[config.mk]
export PLATFORM = sky130hd
export DESIGN_NAME = prio_enc8_hs_flat
export DESIGN_NICKNAME = d
export VERILOG_FILES = /design/src/rtl/prio_enc8_hs_if.sv /design/src/rtl/prio_enc8_hs.sv /design/src/flat_wrapper.sv
export SDC_FILE = /design/constraint.sdc
export NUM_CORES = 1
export LEC_CHECK = 0
export ABC_AREA = 1
export CAP_MARGIN = 5
export CORE_AREA = 2 2 57 59
export CTS_CLUSTER_DIAMETER = 120
export DETAILED_ROUTE_END_ITERATION = 8
export DIE_AREA = 0 0 59 61
export PLACE_DENSITY = 0.76
export SYNTH_ARGS = -nofsm -noshare
export SYNTH_HDL_FRONTEND = slang
export SYNTH_SLANG_ARGS = --single-unit
[constraint.sdc]
create_clock -name i_clk -period 1.4 [get_ports i_clk]
set_input_delay 0.35 -clock i_clk [delete_from_list [all_inputs] [get_ports i_clk]]
set_output_delay 0.35 -clock i_clk [all_outputs]
set_load 0.01 [all_outputs]
[src/rtl/prio_enc8_hs_if.sv]
// Request/acknowledge bus of the registered 8-input priority encoder.
// The master drives requests and ACK; the slave presents CODE/VALID and status.
interface prio_enc8_hs_if;
  logic       ei_l;
  logic [7:0] i_l;
  logic       ack;
  logic [2:0] code;
  logic       valid;
  logic       gs_l;
  logic       eo_l;
  logic [7:0] pend;
  logic [7:0] svc_cnt;

  modport master (
    output ei_l, i_l, ack,
    input  code, valid, gs_l, eo_l, pend, svc_cnt
  );

  modport slave (
    input  ei_l, i_l, ack,
    output code, valid, gs_l, eo_l, pend, svc_cnt
  );
endinterface

[src/rtl/prio_enc8_hs.sv]
// Registered 74x148-style priority encoder with a pending register and a
// request/acknowledge handshake; the highest pending line is served first.
module prio_enc8_hs #(
  parameter bit STICKY = 1'b1
) (
  input  logic           i_clk,
  input  logic           i_rst_n,
  prio_enc8_hs_if.slave  bus
);

  typedef enum logic [1:0] {
    ST_IDLE  = 2'd0,
    ST_HOLD  = 2'd1,
    ST_RECOV = 2'd2
  } state_t;

  state_t     r_state;
  logic [7:0] r_req;
  logic [7:0] r_pend;
  logic [2:0] r_code;
  logic       r_valid;
  logic       r_gs_l;
  logic       r_eo_l;
  logic [7:0] r_svc_cnt;

  logic [7:0] w_req_nxt;
  logic [7:0] w_clr;
  logic [7:0] w_pend_nxt;
  logic       w_eo_l_nxt;

  function automatic logic [2:0] f_top_idx(input logic [7:0] v);
    logic [2:0] idx;
    idx = 3'd0;
    for (int i = 0; i < 8; i++) begin
      if (v[i]) begin
        idx = 3'(i);
      end
    end
    return idx;
  endfunction

  // Next-state request, clear mask, pending vector and cascade enable.
  always_comb begin
    w_req_nxt  = 8'h00;
    w_clr      = 8'h00;
    w_pend_nxt = 8'h00;
    w_eo_l_nxt = 1'b1;
    if (bus.ei_l == 1'b0) begin
      w_req_nxt = ~bus.i_l;
    end else begin
      w_req_nxt = 8'h00;
    end
    if (r_valid && bus.ack) begin
      w_clr = 8'(8'h01 << r_code);
    end else begin
      w_clr = 8'h00;
    end
    // Set wins over clear: a line still held after ACK re-pends at once.
    if (STICKY) begin
      w_pend_nxt = (r_pend & ~w_clr) | r_req;
    end else begin
      w_pend_nxt = r_req;
    end
    w_eo_l_nxt = ~(~bus.ei_l & (&bus.i_l) & ~(|w_pend_nxt));
  end

  // Input capture, pending register and status flags.
  always_ff @(posedge i_clk or negedge i_rst_n) begin
    if (!i_rst_n) begin
      r_req  <= 8'h00;
      r_pend <= 8'h00;
      r_gs_l <= 1'b1;
      r_eo_l <= 1'b1;
    end else begin
      r_req  <= w_req_nxt;
      r_pend <= w_pend_nxt;
      r_gs_l <= ~(|w_pend_nxt);
      r_eo_l <= w_eo_l_nxt;
    end
  end

  // Handshake FSM: present, hold without preemption, one-cycle recovery.
  always_ff @(posedge i_clk or negedge i_rst_n) begin
    if (!i_rst_n) begin
      r_state   <= ST_IDLE;
      r_code    <= 3'd0;
      r_valid   <= 1'b0;
      r_svc_cnt <= 8'd0;
    end else begin
      case (r_state)
        ST_IDLE: begin
          if (r_pend != 8'h00) begin
            r_code  <= f_top_idx(r_pend);
            r_valid <= 1'b1;
            r_state <= ST_HOLD;
          end else begin
            r_valid <= 1'b0;
            r_state <= ST_IDLE;
          end
        end
        ST_HOLD: begin
          if (bus.ack) begin
            r_valid   <= 1'b0;
            r_svc_cnt <= r_svc_cnt + 8'd1;
            r_state   <= ST_RECOV;
          end else begin
            r_valid <= 1'b1;
            r_state <= ST_HOLD;
          end
        end
        ST_RECOV: begin
          r_valid <= 1'b0;
          r_state <= ST_IDLE;
        end
        default: begin
          r_valid <= 1'b0;
          r_state <= ST_IDLE;
        end
      endcase
    end
  end

  assign bus.code    = r_code;
  assign bus.valid   = r_valid;
  assign bus.gs_l    = r_gs_l;
  assign bus.eo_l    = r_eo_l;
  assign bus.pend    = r_pend;
  assign bus.svc_cnt = r_svc_cnt;

endmodule

[src/flat_wrapper.sv]
// flat-port wrapper written by rule: the top's interface ports become plain ports
module prio_enc8_hs_flat 
#(
  parameter bit STICKY = 1'b1
)
  (i_clk, i_rst_n, bus_ei_l, bus_i_l, bus_ack, bus_code, bus_valid, bus_gs_l, bus_eo_l, bus_pend, bus_svc_cnt);
  prio_enc8_hs_if bus_i ();
  input  logic i_clk;
  input  logic i_rst_n;
  input wire logic [$bits(bus_i.ei_l)-1:0] bus_ei_l;
  input wire logic [$bits(bus_i.i_l)-1:0] bus_i_l;
  input wire logic [$bits(bus_i.ack)-1:0] bus_ack;
  output wire logic [$bits(bus_i.code)-1:0] bus_code;
  output wire logic [$bits(bus_i.valid)-1:0] bus_valid;
  output wire logic [$bits(bus_i.gs_l)-1:0] bus_gs_l;
  output wire logic [$bits(bus_i.eo_l)-1:0] bus_eo_l;
  output wire logic [$bits(bus_i.pend)-1:0] bus_pend;
  output wire logic [$bits(bus_i.svc_cnt)-1:0] bus_svc_cnt;
  assign bus_i.ei_l = bus_ei_l;
  assign bus_i.i_l = bus_i_l;
  assign bus_i.ack = bus_ack;
  assign bus_code = bus_i.code;
  assign bus_valid = bus_i.valid;
  assign bus_gs_l = bus_i.gs_l;
  assign bus_eo_l = bus_i.eo_l;
  assign bus_pend = bus_i.pend;
  assign bus_svc_cnt = bus_i.svc_cnt;
  prio_enc8_hs #(.STICKY(STICKY)) u_core (.i_clk(i_clk), .i_rst_n(i_rst_n), .bus(bus_i));
endmodule
==> parameters.txt, run 1 <==
Parameter                              Value

STA
  RSZ-0062 raised after global routing ... true
  Worst hold margin ... 365 ps
  Worst rel slew slack ... 80.6%
  Setup-violating endpoint count in the final report ... 0
  Crit share post-route ... 99.5%
  Clock Skews ... 15.3 ps
  Measured slew at the worst slew-check pin ... 289 ps
  Top achievable clock speed ... 718 MHz
  Count of final max-slew check failures ... 0
  Final min period ... 1390 ps
  Number of failing hold endpoints at the final stage ... 0
  Setup total negative slack ... 0 ps

Die
  Initial Utilization ... 47.0%
  Die area ... 3600 sq um
  Core footprint ... 2950 sq um
  Std-Cell Rows ... 20
  Y dimension of the die ... 61 microns
  Die extent in x ... 59 microns
  Number of top-level pins ... 34

Global routing
  Met2 layer usage reported by global route ... 30.5%
  Pin count of the biggest net entering global routing ... 32
  Total congestion overflow after global routing ... 0
  GR Layer Usage met3 ... 4.69%
  GRT Overall Usage ... 18.7%
  Met1 global-route usage ... 23.3%
  Number of antenna violations at the first check in global routing ... 0
  Vias in the first global route ... 1175
  Global-route wire length before repair ... 4930 microns
  Routing layer with the top usage in global route ... met2

Critical path
  Largest fanout on the critical path ... 4
  Endpoint class of the critical path ... flop
  Data required time of the worst path ... 1600 ps
  Register-to-register setup slack ... 7 ps
  Worst path arrival time ... 1590 ps
  Startpoint type of the worst setup path ... flop
  Type of the setup path with the least slack ... reg2reg

Hold path
  Class of the tightest hold or removal check ... in2async

Clock tree
  Clock slew seen by the registers of the worst setup and hold paths ... 100 ps
  Master cell of the clock root buffer ... sky130_fd_sc_hd__clkbuf_4
  Clock buffers created by TritonCTS ... 5
  Maximum level of the CTS H-tree ... 2
  Clock sink count ... 31
  TritonCTS clock tree ... yes
  Count of hold buffers inserted by post-cts repair ... 0
  Clock latency on the worst-skew pair ... 330 ps
  Clock Tree Buf Depth ... 2

Synthesis
  Most used flip-flop cell after synthesis ... sky130_fd_sc_hd__dfrtp_1
  Post-synth cell types ... 25
  Sequential-to-total area share from yosys stat ... 56.0%
  Number of synthesized flops with an enable pin ... 0
  Post-synth net total ... 154
  Number of storage elements in the synthesis netlist ... 31
  Average cell area after synthesis ... 9.85 sq um
  Yosys warns ... 0
  Post-Synthesis Cells ... 141
  Cell area after technology mapping ... 1390 sq um
  Share of async-settable or async-resettable flops after synthesis ... 100%

Placement
  HPWL after detailed placement ... 2090 microns
  Input/output buffers ... 33
  Final weighted congestion of routability-driven global placement ... 0.841

Power
  Leakage dissipation ... 0.958 nW
  Max IR drop VDD ... 0.000644 V
  Pwr/cell area ... 1680 nW/um^2

Detailed routing
  Average routed wire per standard cell ... 13.2 microns
  Routed vias/inst ... 4.90
  Vias after detailed routing ... 1180
  Drt total wl ... 3190 microns
  Number of routed nets with antenna violations ... 0
  Number of DRC violations after detailed-routing iteration 0 ... 68
  First-pass iteration count of the detailed router ... 4
  DRC violations left ... 0

Cells and area
  Post-synthesis to final-layout area growth ... 47.9%
  Number of nets in the layout ... 220
  Share of cells above drive strength 1 ... 32.7%
  Inserted Diodes ... 0

Run status
  Outcome ... finished clean

Flow run
  Max cap viols ... 0
## Yosys cell counts (3+ instances only)
cell type	count	share of area [%]
sky130_fd_sc_hd__dfrtp_1	29	52
sky130_fd_sc_hd__a21oi_2	6	3.8
sky130_fd_sc_hd__nand2_1	18	4.9
sky130_fd_sc_hd__nor2_4	3	2.4
sky130_fd_sc_hd__a21oi_1	3	1.1
sky130_fd_sc_hd__nand3_1	4	1.4
sky130_fd_sc_hd__nor2_1	26	7.0
sky130_fd_sc_hd__inv_1	20	5.4
sky130_fd_sc_hd__nand2_2	3	1.4
sky130_fd_sc_hd__xnor2_1	4	2.5
sky130_fd_sc_hd__nand4_1	3	1.4
sky130_fd_sc_hd__o21ai_0	3	1.1
## what timing repair did
item                       in CTS  in global routing
setup buffers                  10                  5
pin swaps                       0                 10
setup endpoints to repair      23                 15
gates resized for setup        30                 26
## where the power goes
part           internal, mW  switching (mW)
Sequential             1.12           0.159
Clock                 0.195           0.295
Combinational         0.808           0.876
Total                  2.12            1.33
## sequential cells by signal, indices dropped and copies added, names as in the netlist
name and cells:
u_core.bus.pend 8, u_core.bus.svc_cnt 8, u_core.r_req 8, u_core.bus.code 3, u_core.r_state 2, u_core.bus.eo_l 1, u_core.bus.gs_l 1
## cell type report
| class | count | area (sq um) |
|---|---|---|
| clock inverters | 1 | 5.00 |
| clock buffers | 7 | 45.0 |
| multi-input cells | 89 | 586 |
| well taps | 33 | 41.3 |
| fillers | 226 | 898 |
| inverters | 20 | 75.1 |
| repair buffers | 60 | 522 |
| flip-flops and latches | 31 | 781 |
## final timing paths
| path | start | end | cells past startpoint |
|---|---|---|---|
| worst max register to register | u_core.bus.pend[5] | u_core.bus.code[1] | 7 |
| worst max-delay path | u_core.bus.pend[5] | u_core.bus.code[1] | 7 |
| worst min register to register | u_core.r_req[1] | u_core.bus.pend[1] | 2 |
| min in group i_clk | u_core.r_req[1] | u_core.bus.pend[1] | 2 |
| worst min-delay path | i_rst_n | u_core.bus.svc_cnt[1] | 2 |
| max in group asynchronous | i_rst_n | u_core.bus.eo_l | 2 |
## cells in the final DEF (no fill, tap or decap), drive strengths merged, types with 2 or more instances in the layout
| cell type | count |
|---|---|
| nand3 | 4 |
| nor2 | 30 |
| dlygate4sd2 | 13 |
| inv | 20 |
| dfstp | 2 |
| clkdlybuf4s50 | 10 |
| a21oi | 9 |
| o21ai | 4 |
| nand2 | 23 |
| clkdlybuf4s15 | 7 |
| xnor2 | 4 |
| nor3 | 2 |
| nand4 | 5 |
| xor2 | 2 |
| buf | 29 |
| dfrtp | 29 |
| clkbuf | 8 |
| o31ai | 2 |
## kinds of logic after synthesis
logic type	Yosys count	synth area share, %
buf+inv	21	5.68
mux	1	0.811
simple gates	64	24.1
fa+ha+maj	1	0.901
flops	31	56.0
compound gates	17	8.74
xor+xnor	6	3.78
## layer usage
layer / up-vias / routed length, microns / share of wire, %
li1: 575 / - / -
met3: 6 / 157 / 4.9
met5: - / 0 / 0
met4: 0 / 57 / 1.8
met1: 562 / 1350 / 42
met2: 37 / 1620 / 51
## critical path, stage by stage, from the launching register on
cell                      delay, ps
sky130_fd_sc_hd__dfrtp_1        410
sky130_fd_sc_hd__buf_6          130
sky130_fd_sc_hd__nor2_4         110
sky130_fd_sc_hd__nand3_2        120
sky130_fd_sc_hd__o21ai_2        180
sky130_fd_sc_hd__inv_1          100
sky130_fd_sc_hd__o31ai_1        100
sky130_fd_sc_hd__o21ai_1        110
## per-stage QoR
stage	area, sq um	cells	setup WS, ps	power, mW	utilization, %
after floorplan	1390	141	188	2.02	-
after global placement	1860	218	-337	2.72	63.0
after detailed placement	1860	218	-359	2.76	63.0
after CTS	1950	236	3.21	3.27	66.0
after global routing	2050	241	-60.6	3.69	69.6
final	2050	241	7.02	3.45	69.6
Note: power is estimated with default switching activity, not from simulation.
==> run 2: changes to the inputs <==
Settings changed: MAX_ROUTING_LAYER from default to met4.
==> parameters.txt, run 2 (synthesis results as in run 1) <==
Parameter                              Value

Power
  NetSw ... 1.34 mW (+0.65%)
  Combinational cell fraction of total power ... 48.9% (about the same)
  Seq pwr share ... 36.9% (about the same)
  Cell Int Power ... 2.12 mW (about the same)
  Leakage dissipation ... 0.964 nW (+0.53%)
  Pwr/cell area ... 1680 nW/um^2 (+0.19%)
  Max IR drop VDD ... 0.000643 V (-0.23%)
  Proportion of power drawn by the clock network ... 14.2% (about the same)
  Sw Share ... 38.7% (+0.15 points)

Global routing
  Total congestion overflow after global routing ... 0 (unchanged)
  Global-route wire length before repair ... 4930 microns (unchanged)
  Number of antenna violations at the first check in global routing ... 0 (unchanged)
  Vias in the first global route ... 1177 (+0.17%)
  GRT Overall Usage ... 19.2% (+0.47 points)
  Pin count of the biggest net entering global routing ... 32 (unchanged)

Placement
  Input/output buffers ... 33 (unchanged)
  HPWL after detailed placement ... 2090 microns (unchanged)
  Setup slack at placement ... -359 ps (unchanged)
  Final weighted congestion of routability-driven global placement ... 0.854 (+1.6%)

Detailed routing
  First-pass iteration count of the detailed router ... 4 (unchanged)
  Vias after detailed routing ... 1164 (-1.4%)
  DRC violations left ... 0 (unchanged)
  Number of routed nets with antenna violations ... 0 (unchanged)
  Number of DRC violations after detailed-routing iteration 0 ... 74 (+8.8%)
  Routed vias/inst ... 4.83 (-1.4%)
  Average routed wire per standard cell ... 13.5 microns (+1.7%)
  Drt total wl ... 3250 microns (+1.7%)

STA
  Measured slew at the worst slew-check pin ... 288 ps (-0.759 ps)
  Worst hold margin ... 366 ps (+0.784 ps)
  Number of failing hold endpoints at the final stage ... 0 (unchanged)
  Top achievable clock speed ... 716 MHz (-0.33%)
  Final min period ... 1400 ps (+4.57 ps)
  Count of final max-slew check failures ... 0 (unchanged)
  Clock Skews ... 13.4 ps (-1.90 ps)
  Setup total negative slack ... 0 ps (unchanged)
  RSZ-0062 raised after global routing ... true
  Setup-violating endpoint count in the final report ... 0 (unchanged)
  Worst rel slew slack ... 80.7% (about the same)
  Crit share post-route ... 99.8% (+0.33 points)
  Worst setup margin ... 2.44 ps (-4.57 ps)

Cells and area
  Count of fill cells added during filler insertion ... 228 (+0.88%)
  Number of nets in the layout ... 220 (unchanged)
  Post-synthesis to final-layout area growth ... 48.0% (about the same)
  Most frequent standard cell in the layout excluding fill and tap cells ... sky130_fd_sc_hd__dfrtp_1
  Top library cells by usage in the layout, fill and taps aside ... 27 x sky130_fd_sc_hd__dfrtp_1, 24 x sky130_fd_sc_hd__buf_4, 22 x sky130_fd_sc_hd__nor2_1, 20 x sky130_fd_sc_hd__inv_1, 16 x sky130_fd_sc_hd__dlygate4sd2_1
  Share of cells above drive strength 1 ... 32.2% (-0.48 points)
  Fin util ... 69.6% (about the same)
  Inserted Diodes ... 0 (unchanged)

Critical path
  Register-to-register setup slack ... 2 ps (about the same)
  Largest fanout on the critical path ... 4 (unchanged)
  Beginning of the worst register-to-register path ... u_core.bus.pend[2]
  Reg2Reg Depth ... 7 (unchanged)
  Type of the setup path with the least slack ... reg2reg
  Endpoint class of the critical path ... flop
  Data required time of the worst path ... 1600 ps (about the same)
  Worst path arrival time ... 1600 ps (about the same)
  Terminus of the critical flop-to-flop path ... u_core.bus.code[1]
  Start point of the critical path ... u_core.bus.pend[2]
  Startpoint type of the worst setup path ... flop

Clock tree
  Master cell of the clock root buffer ... sky130_fd_sc_hd__clkbuf_4
  Clock sink count ... 31 (unchanged)
  Clock latency on the worst-skew pair ... 330 ps (about the same)
  Clock Tree Buf Depth ... 2 (unchanged)
  Clock slew seen by the registers of the worst setup and hold paths ... 100 ps (about the same)
  Clock buffers created by TritonCTS ... 5 (unchanged)
  Maximum level of the CTS H-tree ... 2 (unchanged)
  TritonCTS clock tree ... yes

Hold path
  Class of the tightest hold or removal check ... in2async

Die
  Die extent in x ... 59 microns (unchanged)
  Initial Utilization ... 47.0% (unchanged)
  Std-Cell Rows ... 20 (unchanged)
  Core footprint ... 2950 sq um (unchanged)
  Number of top-level pins ... 34 (unchanged)
  Y dimension of the die ... 61 microns (unchanged)
  Die area ... 3600 sq um (unchanged)

Run status
  Outcome ... finished clean

Flow run
  Max cap viols ... 0 (unchanged)
-- run 2: cell types whose count changed in the layout (fill, tap and decap cells not counted), sizes merged --
cell	before	now
dlygate4sd2	13	16
clkbuf	8	7
clkdlybuf4s15	7	5
-- run 2: layout make-up --
class	instances	area [sq um]	share of cell area (%)
sequential	31	781	38.0
multi-input combinational	89	586	28.5
inverter	20	75.1	3.65
tap	33	41.3	2.01
clock inverter	1	5.00	0.243
clock buffer	7	45.0	2.19
timing repair buffer	60	523	25.4
-- run 2: what timing repair did --
action / CTS / global route
resized for setup: 30 / 22
setup buffers: 10 / 5
setup endpoints to repair: 23 / 12
hold buffers: 0 / 0
pin swaps: 0 / 10
-- run 2: per-layer routing --
| layer | vias to the layer above | track usage [%] | share of wire [%] |
|---|---|---|---|
| met5 | - | - | 0 |
| met4 | 0 | 9.42 | 2.0 |
| met3 | 7 | 4.05 | 4.3 |
| met2 | 33 | 30.5 | 51 |
| met1 | 549 | 23.3 | 42 |
| li1 | 575 | - | - |
-- run 2: stage by stage --
step | power, mW | cells | area [sq um]
2_1_floorplan | 2.02 | 141 | 1390
3_3_place_gp | 2.72 | 218 | 1860
3_5_place_dp | 2.76 | 218 | 1860
4_1_cts | 3.27 | 236 | 1950
5_1_grt | 3.69 | 241 | 2060
6_report | 3.46 | 241 | 2060
-- run 2: critical path, cell delays in order, from the launching register on --
cell and delay (ps):
sky130_fd_sc_hd__dfrtp_1 400, sky130_fd_sc_hd__buf_4 150, sky130_fd_sc_hd__nor2_1 140, sky130_fd_sc_hd__nand2_1 120
sky130_fd_sc_hd__o21ai_2 160, sky130_fd_sc_hd__inv_1 100, sky130_fd_sc_hd__o31ai_1 100, sky130_fd_sc_hd__o21ai_1 110
-- run 2: worst max path at each step --
| stage | slack, ps | depth (start not counted) | end |
|---|---|---|---|
| 6_report | 2 | 7 | u_core.bus.code[1] |
| 3_5_place_dp | -360 | 8 | u_core.bus.eo_l |
| 4_1_cts | 3 | 1 | bus_pend[3] |
| 2_1_floorplan | 190 | 6 | u_core.bus.svc_cnt[7] |
| 3_3_place_gp | -340 | 8 | u_core.bus.eo_l |
| 5_1_grt | -70 | 7 | u_core.bus.code[1] |
-- run 2: power by group through the flow --
| stage | logic, mW | clock network, mW | registers [mW] |
|---|---|---|---|
| after floorplan | 0.555 | 0 | 1.47 |
| after global placement | 1.37 | 0 | 1.35 |
| after CTS | 1.52 | 0.498 | 1.25 |
| after detailed placement | 1.39 | 0 | 1.37 |
| after global routing | 1.84 | 0.549 | 1.30 |
| final | 1.69 | 0.490 | 1.28 |
==> run 3: changes to the inputs <==
Settings changed: CORE_AREA 2 2 57 59 to 2 2 59 61, DIE_AREA 0 0 59 61 to 0 0 61 63, PLACE_DENSITY 0.76 to 0.72.
==> parameters.txt, run 3 (synthesis results as in run 1) <==
Parameter                              Value

Run status
  Outcome ... finished clean

Cells and area
  Fin util ... 66.0% (-3.6 points)
  Number of nets in the layout ... 229 (+4.1%)
  Post-synthesis to final-layout area growth ... 53.7%
  Top library cells by usage in the layout, fill and taps aside ... 34 x sky130_fd_sc_hd__buf_4, 29 x sky130_fd_sc_hd__dfrtp_1, 21 x sky130_fd_sc_hd__nor2_1, 18 x sky130_fd_sc_hd__inv_1, 14 x sky130_fd_sc_hd__nand2_1
  Inserted Diodes ... 0 (unchanged)
  Most frequent standard cell in the layout excluding fill and tap cells ... sky130_fd_sc_hd__buf_4
  Share of cells above drive strength 1 ... 35.9% (+3.7 points)

Placement
  HPWL after detailed placement ... 2260 microns (+7.7%)
  Input/output buffers ... 33 (unchanged)
  Final weighted congestion of routability-driven global placement ... 0.851 (-0.41%)

Global routing
  GRT Overall Usage ... 19.3% (+0.11 points)
  Pin count of the biggest net entering global routing ... 32 (unchanged)
  Number of antenna violations at the first check in global routing ... 0 (unchanged)
  Global-route wire length before repair ... 5240 microns (+6.2%)
  Vias in the first global route ... 1202 (+2.1%)
  Total congestion overflow after global routing ... 0 (unchanged)

Detailed routing
  Number of DRC violations after detailed-routing iteration 0 ... 33 (-55%)
  Drt total wl ... 3260 microns (+0.28%)
  DRC violations left ... 0 (unchanged)
  Average routed wire per standard cell ... 12.4 microns (-8.1%)
  Vias after detailed routing ... 1225 (+5.2%)
  First-pass iteration count of the detailed router ... 4 (unchanged)
  Number of routed nets with antenna violations ... 0 (unchanged)
  Routed vias/inst ... 4.66 (-3.6%)

Critical path
  Worst path arrival time ... 1650 ps (+50 ps)
  Family with the most delay on the worst path ... simple AND/OR/NAND/NOR gates
  Largest fanout on the critical path ... 4 (unchanged)
  Longest individual stage delay on the worst path ... 380 ps (-20 ps)
  Startpoint type of the worst setup path ... flop
  Register-to-register setup slack ... 10 ps (about the same)
  Endpoint class of the critical path ... flop
  Worst path slowest cell ... sky130_fd_sc_hd__dfrtp_1
  Critical-path cell list ... buf_6 > nand2_8 > nor2_4 > nand2_1 > a21oi_2 > nand2_1 > nor2_1 > nand3_1
  Critical Path Most Common Cell ... sky130_fd_sc_hd__nand2_1
  Type of the setup path with the least slack ... reg2reg
  Count of buffering cells on the critical path with inverters included ... 1 (-1)
  Data required time of the worst path ... 1660 ps (+60 ps)

Power
  Leakage dissipation ... 0.996 nW (+3.4%)
  Pwr/cell area ... 1710 nW/um^2 (+1.5%)
  Max IR drop VDD ... 0.000870 V (+35%)

Clock tree
  Maximum level of the CTS H-tree ... 2 (unchanged)
  Clock latency on the worst-skew pair ... 340 ps (about the same)
  Clock Tree Buf Depth ... 2 (unchanged)
  Clock slew seen by the registers of the worst setup and hold paths ... 90 ps (about the same)
  Clock buffers created by TritonCTS ... 5 (unchanged)
  Count of hold buffers inserted by post-cts repair ... 0 (unchanged)
  Master cell of the clock root buffer ... sky130_fd_sc_hd__clkbuf_4
  Clock sink count ... 31 (unchanged)
  TritonCTS clock tree ... yes

STA
  Top achievable clock speed ... 720 MHz (+0.56%)
  Clock Skews ... 8.08 ps (-5.37 ps)
  Measured slew at the worst slew-check pin ... 253 ps (-34.9 ps)
  RSZ-0062 raised after global routing ... true
  Setup-violating endpoint count in the final report ... 0 (unchanged)
  Final min period ... 1390 ps (-7.73 ps)
  Worst hold margin ... 362 ps (-3.63 ps)
  Number of failing hold endpoints at the final stage ... 0 (unchanged)
  Worst rel slew slack ... 83.1% (+2.5 points)
  Crit share post-route ... 99.3% (-0.55 points)
  Count of final max-slew check failures ... 0 (unchanged)

Flow run
  Max cap viols ... 0 (unchanged)

Die
  Std-Cell Rows ... 21 (+5.0%)
  Die extent in x ... 61 microns (+3.4%)
  Die area ... 3840 sq um (+6.8%)
  Core footprint ... 3230 sq um (+9.4%)
  Y dimension of the die ... 63 microns (+3.3%)
  Initial Utilization ... 43.0% (-4.1 points)
  Number of top-level pins ... 34 (unchanged)

Hold path
  Class of the tightest hold or removal check ... in2async
run 3: cell types whose count changed in the layout (fill, tap and decap cells not counted), sizes merged:
cell and change:
buf +9, dlygate4sd2 -9, clkdlybuf4s15 +8, clkbuf +1
run 3: repair_timing:
item	4_1_cts	5_1_grt
pin swaps	0	4
hold endpoints to repair	0	0
endpoints found under the setup margin	23	20
resized for setup	29	30
buffers inserted	14	7
run 3: cell type report:
class                      instances  area, sq um
tap                               46         57.6
clock buffer                       7         55.1
inverter                          20         75.1
clock inverter                     1         5.00
fill                             265         1100
multi-input combinational         89          571
timing repair buffer              69          593
sequential                        31          778
run 3: per-layer routing:
layer	global-route usage, %	share of wire (%)	vias up
met5	-	0	-
met4	10.1	2.3	0
met3	5.59	4.5	9
met2	28.4	49	24
met1	23.8	44	591
li1	-	-	601
run 3: final timing paths:
path | endpoint | from | cells after the start
worst max-delay path | u_core.bus.eo_l | u_core.r_state[0] | 8
worst min-delay path | u_core.r_state[0] | i_rst_n | 2
worst max register to register | u_core.bus.eo_l | u_core.r_state[0] | 8
worst min register to register | u_core.bus.gs_l | u_core.r_req[0] | 3
max in group asynchronous | u_core.bus.eo_l | i_rst_n | 2
min in group i_clk | u_core.r_state[0] | bus_ack | 2
run 3: report_power, final:
group          internal, mW  total [mW]  switching (mW)  leakage (nW)
Combinational         0.935        1.85           0.913         0.604
Sequential             1.11        1.25           0.136         0.357
Clock                 0.243       0.550           0.307        0.0353
run 3: stage by stage:
| step | TNS [ps] | setup WS, ps | std cells | instance area (sq um) | total power, mW |
|---|---|---|---|---|---|
| after floorplan | 0 | 188 | 141 | 1390 | 2.02 |
| after global placement | -3650 | -354 | 234 | 1900 | 2.77 |
| after detailed placement | -4210 | -378 | 234 | 1900 | 2.82 |
| after CTS | 0 | 1.43 | 256 | 2030 | 3.45 |
| after global routing | -172 | -93.7 | 263 | 2130 | 3.89 |
| final | 0 | 10.2 | 263 | 2130 | 3.65 |
